**src/rtl/pulse_pkg.sv**
```systemverilog
// Shared constants, FSM state type and fp32 field layout for the pulse playout block.
package pulse_pkg;

  localparam int DEPTH_DEFAULT = 2048;
  localparam int ADDR_STEP     = 4;

  localparam int FP_BIAS  = 127;
  localparam int FP_EXP_W = 8;
  localparam int FP_MAN_W = 23;

  typedef enum logic [2:0] {
    S_IDLE  = 3'd0,
    S_READ  = 3'd1,
    S_LATCH = 3'd2,
    S_CLEAR = 3'd3,
    S_OUT   = 3'd4
  } state_t;

endpackage

```
**src/rtl/fp32_to_ufix.sv**
```systemverilog
// Combinational fp32 -> unsigned fixed-point conversion: floor(x * 2^(DAC_W-2)), saturating.
// Negative, zero, denormal and NaN inputs map to 0; +Inf and overflow map to all-ones.
module fp32_to_ufix
  import pulse_pkg::*;
#(
  parameter int DAC_W = 16
) (
  input  logic [31:0]      fp,
  output logic [DAC_W-1:0] sample
);

  localparam int SIG_W = FP_MAN_W + 1;

  logic                sign;
  logic [FP_EXP_W-1:0] expo;
  logic [FP_MAN_W-1:0] man;
  logic [SIG_W-1:0]    sig;
  int                  sh;

  assign {sign, expo, man} = fp;
  assign sig = {1'b1, man};

  // sh is the left shift applied to the 24-bit significand to land on the output LSB
  always_comb begin
    sample = '0;
    sh     = int'(expo) - FP_BIAS + DAC_W - 2 - FP_MAN_W;
    if (sign || expo == '0) begin
      sample = '0;
    end else if (expo == '1) begin
      sample = (man == '0) ? '1 : '0;
    end else if (sh > DAC_W - SIG_W) begin
      sample = '1;
    end else if (sh >= 0) begin
      sample = DAC_W'({{DAC_W{1'b0}}, sig} << sh);
    end else if (sh > -SIG_W) begin
      sample = DAC_W'({{DAC_W{1'b0}}, sig} >> (-sh));
    end else begin
      sample = '0;
    end
  end

endmodule

```
**src/rtl/pulse_playout.sv**
```systemverilog
// Scans a pulse BRAM word by word, converts each fp32 amplitude and streams it out on a
// valid/ready sample port. PULSE_PLAYOUT_CLEAR_EN adds a CLEAR state that zeroes each word after reading.
module pulse_playout
  import pulse_pkg::*;
#(
  parameter int DEPTH = DEPTH_DEFAULT,
  parameter int DAC_W = 16
) (
  input  logic             clk,
  input  logic             rst_n,
  input  logic             enable,
  output logic [31:0]      bram_addr,
  output logic [31:0]      bram_data_in,
  output logic             bram_we,
  output logic             bram_ena,
  input  logic [31:0]      bram_data_out,
  output logic [DAC_W-1:0] sample_data,
  output logic             sample_valid,
  input  logic             sample_ready,
  output logic             frame_done
);

  localparam int IDX_W = (DEPTH > 1) ? $clog2(DEPTH) : 1;
  localparam logic [IDX_W-1:0] LAST_IDX = IDX_W'(DEPTH - 1);

  state_t           state;
  logic [IDX_W-1:0] index;
  logic [IDX_W-1:0] next_index;
  logic [DAC_W-1:0] conv_sample;
  logic             xfer;

  fp32_to_ufix #(.DAC_W(DAC_W)) u_conv (
    .fp     (bram_data_out),
    .sample (conv_sample)
  );

  assign xfer         = (state == S_OUT) && sample_ready;
  assign next_index   = (index == LAST_IDX) ? '0 : index + 1'b1;
  assign frame_done   = xfer && (index == LAST_IDX);
  assign bram_data_in = '0;

`ifdef PULSE_PLAYOUT_CLEAR_EN
  logic we_q;
  assign bram_we = we_q;
`else
  assign bram_we = 1'b0;
`endif

  always_ff @(posedge clk or negedge rst_n) begin
    if (!rst_n) begin
      state        <= S_IDLE;
      index        <= '0;
      bram_addr    <= '0;
      bram_ena     <= 1'b0;
      sample_data  <= '0;
      sample_valid <= 1'b0;
`ifdef PULSE_PLAYOUT_CLEAR_EN
      we_q         <= 1'b0;
`endif
    end else begin
      case (state)
        S_IDLE: begin
          if (enable) begin
            state     <= S_READ;
            bram_ena  <= 1'b1;
            bram_addr <= 32'(index) * ADDR_STEP;
          end
        end
        S_READ: begin
          state    <= S_LATCH;
          bram_ena <= 1'b0;
        end
        S_LATCH: begin
          sample_data <= conv_sample;
`ifdef PULSE_PLAYOUT_CLEAR_EN
          state       <= S_CLEAR;
          bram_ena    <= 1'b1;
          we_q        <= 1'b1;
`else
          state        <= S_OUT;
          sample_valid <= 1'b1;
`endif
        end
`ifdef PULSE_PLAYOUT_CLEAR_EN
        S_CLEAR: begin
          state        <= S_OUT;
          bram_ena     <= 1'b0;
          we_q         <= 1'b0;
          sample_valid <= 1'b1;
        end
`endif
        S_OUT: begin
          // Hold the sample and keep the BRAM idle until the consumer accepts it
          if (sample_ready) begin
            sample_valid <= 1'b0;
            index        <= next_index;
            if (enable) begin
              state     <= S_READ;
              bram_ena  <= 1'b1;
              bram_addr <= 32'(next_index) * ADDR_STEP;
            end else begin
              state <= S_IDLE;
            end
          end
        end
        default: begin
          state <= S_IDLE;
        end
      endcase
    end
  end

endmodule

```
**config.mk**
```make
export PLATFORM = sky130hd
export DESIGN_NAME = pulse_playout
export DESIGN_NICKNAME = d
export VERILOG_FILES = /design/src/rtl/pulse_pkg.sv /design/src/rtl/fp32_to_ufix.sv /design/src/rtl/pulse_playout.sv
export SDC_FILE = /design/constraint.sdc
export NUM_CORES = 1
export LEC_CHECK = 0
export ABC_AREA = 1
export CAP_MARGIN = 20
export CORE_ASPECT_RATIO = 1.2
export CORE_UTILIZATION = 45
export CTS_BUF_LIST = sky130_fd_sc_hd__clkbuf_4 sky130_fd_sc_hd__clkbuf_8 sky130_fd_sc_hd__clkbuf_16
export CTS_CLUSTER_SIZE = 16
export DETAILED_ROUTE_END_ITERATION = 7
export GPL_TIMING_DRIVEN = 1
export PLACE_DENSITY = 0.74
export SYNTH_ARGS = -nofsm -noshare
export SYNTH_HDL_FRONTEND = slang
export SYNTH_SLANG_ARGS = --single-unit
export TNS_END_PERCENT = 1
```
**constraint.sdc**
```tcl
create_clock -name clk -period 3.1 [get_ports clk]
set_input_delay 0.62 -clock clk [delete_from_list [all_inputs] [get_ports clk]]
set_output_delay 0.62 -clock clk [all_outputs]
set_load 0.02 [all_outputs]
```
==> flow_metrics.tcl <==
set metrics [dict create \
    met2RoutedLength_mm 9.68 \
    synth_most_common_cell "nand2_1" \
    drt_iter0_markers 451 \
    dr.pass1.iters 5 \
    grt_pass1_wl_mm 31.4 \
    syn_inst 1001 \
    die_area_um2 13400 \
    rsz0062_at_grt "yes" \
    die_h_um 127 \
    slew_violations 0 \
    cap_violations 0 \
    area_growth_pct 43.7 \
    final-setup-viol-count 16 \
    ir_drop_mv 0.438 \
    pin_count 120 \
    finalInstanceArea_um2 8370 \
    ys_seq_elements 43 \
    cp_max_fo 5 \
    fin_crit_sh 1.40 \
    max_freq_mhz 231 \
    synth_cell_types 45 \
    start_util 0.462 \
    tritoncts "built" \
    period_minus_slack_ns 4.33 \
    cp-end-kind "register" \
    wirelength_mm 19.1 \
    synth_ff_type "dfrtp_1" \
    powerDensity_nw_per_um2 399 \
    diodes 0 \
    fp.coreArea_um2 12600 \
    power_leakage_uw 0.00420 \
    max_stage_delay_ns 0.24 \
    clkTransAtPathRegs_ns 0.06 \
    crit_top_cell "nand2_1" \
    synth_edf_count 0 \
    start_kind "input port" \
    run_status "finished, violations left" \
    viasPerCell 5.24 \
    setup_slack_ns -1.23 \
    synthTopCellsByCount "353 x nand2_1, 110 x nand3_1, 84 x inv_1, 74 x nor2_1, 58 x buf_4" \
    die_x_um 106 \
    rows 45 \
    antenna_found_initial 0 \
    nNetsFinal 1279 \
    ys_warn_count 0 \
    numCtsBuffers 5 \
    portBuffers 65 \
    grt_pass1_vias 6762 \
    final_antenna_net_count 0 \
    max-clock-path-buffers 2 \
    grt_use_total 0.287 \
    slowest_stage "nor2_4" \
    slew_headroom 0.393 \
    routed-wl-met3_um 912 \
    yosys.area.top_type "nand2_1" \
    wl_per_cell_um 13.7 \
    power.total_uw 3340 \
    cp.required_ns 3.32 \
    routedLengthMet1_mm 7.78 \
    netlist_area_um2 5820 \
    h-tree-depth 2 \
    root_buffer "clkbuf_16" \
    placed_area_um2 7730 \
    insertion_delay_ns 0.28 \
    hold_class "input port to async pin" \
    yosysSeqAreaShare 0.185 \
    drive_above_1_share 0.257 \
    grt_start_max_net_pins 44 \
    cts_sinks 43 \
    avgSynthCellArea_um2 5.82 \
    worstPathArrival_ns 4.55 \
    ys_top_cells_by_area "nand2_1 23%, dfrtp_1 18%, nand3_1 9.5%" \
    hpwl_mm 14.8 \
    hold_violations 0 \
    synth_top_cell_area_share 0.227 \
    tightest_slew_ns 0.911 \
    finalClockSkew_ns 0.00351 \
    vias 7300 \
    path_class "input port to register" \
    grt_overflow 0 \
    synthArstFlopShare 1.00 \
    highest_layer "met4" \
    failed_checks "setup timing" \
    gp_congestion 0.961 \
    remaining_drc_errors 0 \
]
layout make-up:
class	count	area [um2]
Timing Repair Buffer	256	2210
Tap cell	164	205
Inverter	96	373
Clock inverter	2	12.5
Multi-Input combinational cell	827	4360
Sequential cell	43	1080
Fill cell	1118	4240
Clock buffer	6	133
power breakdown:
group | internal [uW] | switching [uW]
Clock | 306 | 203
Combinational | 795 | 1060
Sequential | 789 | 184
Total | 1890 | 1450
final timing paths:
kind | to | startpoint | cells after the start | slack [ns]
worst min register to register | bram_addr[11] | bram_addr[11] | 2 | 0.48
worst max-delay path | sample_data[5] | bram_data_out[23] | 36 | -1.23
worst min-delay path | bram_addr[6] | rst_n | 1 | 0.47
max in group asynchronous | sample_data[5] | rst_n | 1 | 2.07
worst max register to register | bram_addr[9] | index[0] | 15 | 0.85
min in group clk | bram_addr[11] | bram_addr[11] | 2 | 0.48
sequential cells by signal (all words and copies together) (netlist names):
name and cells:
index 11, bram_ena 1, bram_addr 11, sample_data 16
sample_valid 1, state 3
cells by family (layout without fill, tap and decap cells):
| group | Yosys count | in the layout | synth area share |
|---|---|---|---|
| compound gates | 94 | 94 | 0.0928 |
| buf+inv | 185 | 360 | 0.167 |
| fa+ha+maj | 14 | 14 | 0.0301 |
| other cells | 1 | 54 | 0.000644 |
| flops | 43 | 43 | 0.185 |
| xor+xnor | 6 | 6 | 0.00902 |
| simple gates | 658 | 659 | 0.516 |
through the flow:
stage | setup TNS, ns | utilization | hold slack, ns | cells | setup WS, ns
final | -18.28 | 0.663 | 0.467 | 1394 | -1.23
after global routing | -23.18 | 0.663 | 0.498 | 1394 | -1.54
after CTS | -17.62 | 0.651 | 0.481 | 1389 | -1.17
after detailed placement | -33.11 | 0.613 | 0.465 | 1367 | -2.13
after global placement | -31.78 | 0.613 | 0.456 | 1367 | -2.07
after floorplan | -17.57 | - | 0.324 | 1054 | -1.14
critical path, delay by kind of cell:
family | cells | cell delay, ns
buf+inv | 8 | 0.96
fa+ha+maj | 2 | 0.42
compound gates | 1 | 0.15
simple gates | 25 | 2.39
layout by cell type, fill, tap and decap left out, types with 2 or more instances in the layout:
master | netlist | routed
o21ai_1 | 10 | 7
o211ai_1 | 5 | 5
buf_6 | 5 | 6
o2111ai_1 | 2 | 2
clkdlybuf4s50_1 | 0 | 56
nand3_1 | 110 | 98
ha_1 | 14 | 4
buf_4 | 58 | 177
nand4_1 | 52 | 52
nand3_4 | 1 | 4
nor2_4 | 7 | 13
nor3_1 | 15 | 13
nor2_8 | 2 | 2
buf_2 | 7 | 3
xor2_1 | 4 | 3
o21ai_2 | 0 | 4
ha_4 | 0 | 10
a22o_1 | 2 | 2
a21oi_2 | 0 | 3
o21ai_0 | 43 | 42
nand2_4 | 4 | 6
conb_1 | 1 | 54
inv_2 | 8 | 12
buf_12 | 0 | 7
nand3_2 | 5 | 14
clkinv_1 | 3 | 3
nand2_2 | 16 | 27
nor3_2 | 0 | 2
o21bai_1 | 2 | 2
clkbuf_16 | 0 | 7
nor2_2 | 3 | 5
nor2_1 | 74 | 66
inv_1 | 84 | 79
nand2_1 | 353 | 341
dfrtp_1 | 43 | 43
xnor2_1 | 2 | 2
dlygate4sd2_1 | 0 | 3
a21oi_1 | 24 | 21
nor4_1 | 12 | 11
per-layer routing:
metal / up-vias / global-route usage
met4: 0 / 0.117
met1: 3333 / 0.337
met3: 55 / 0.0190
met5: - / 0
li1: 3637 / -
met2: 275 / 0.536
timing repair:
item                       4_1_cts  5_1_grt
pin swaps                       30       27
buffers inserted                13        3
hold buffers                     0        0
setup endpoints to repair       17       17
resized for setup               70       26
cloned                           1        2
Power figures use the tool's default switching activity.
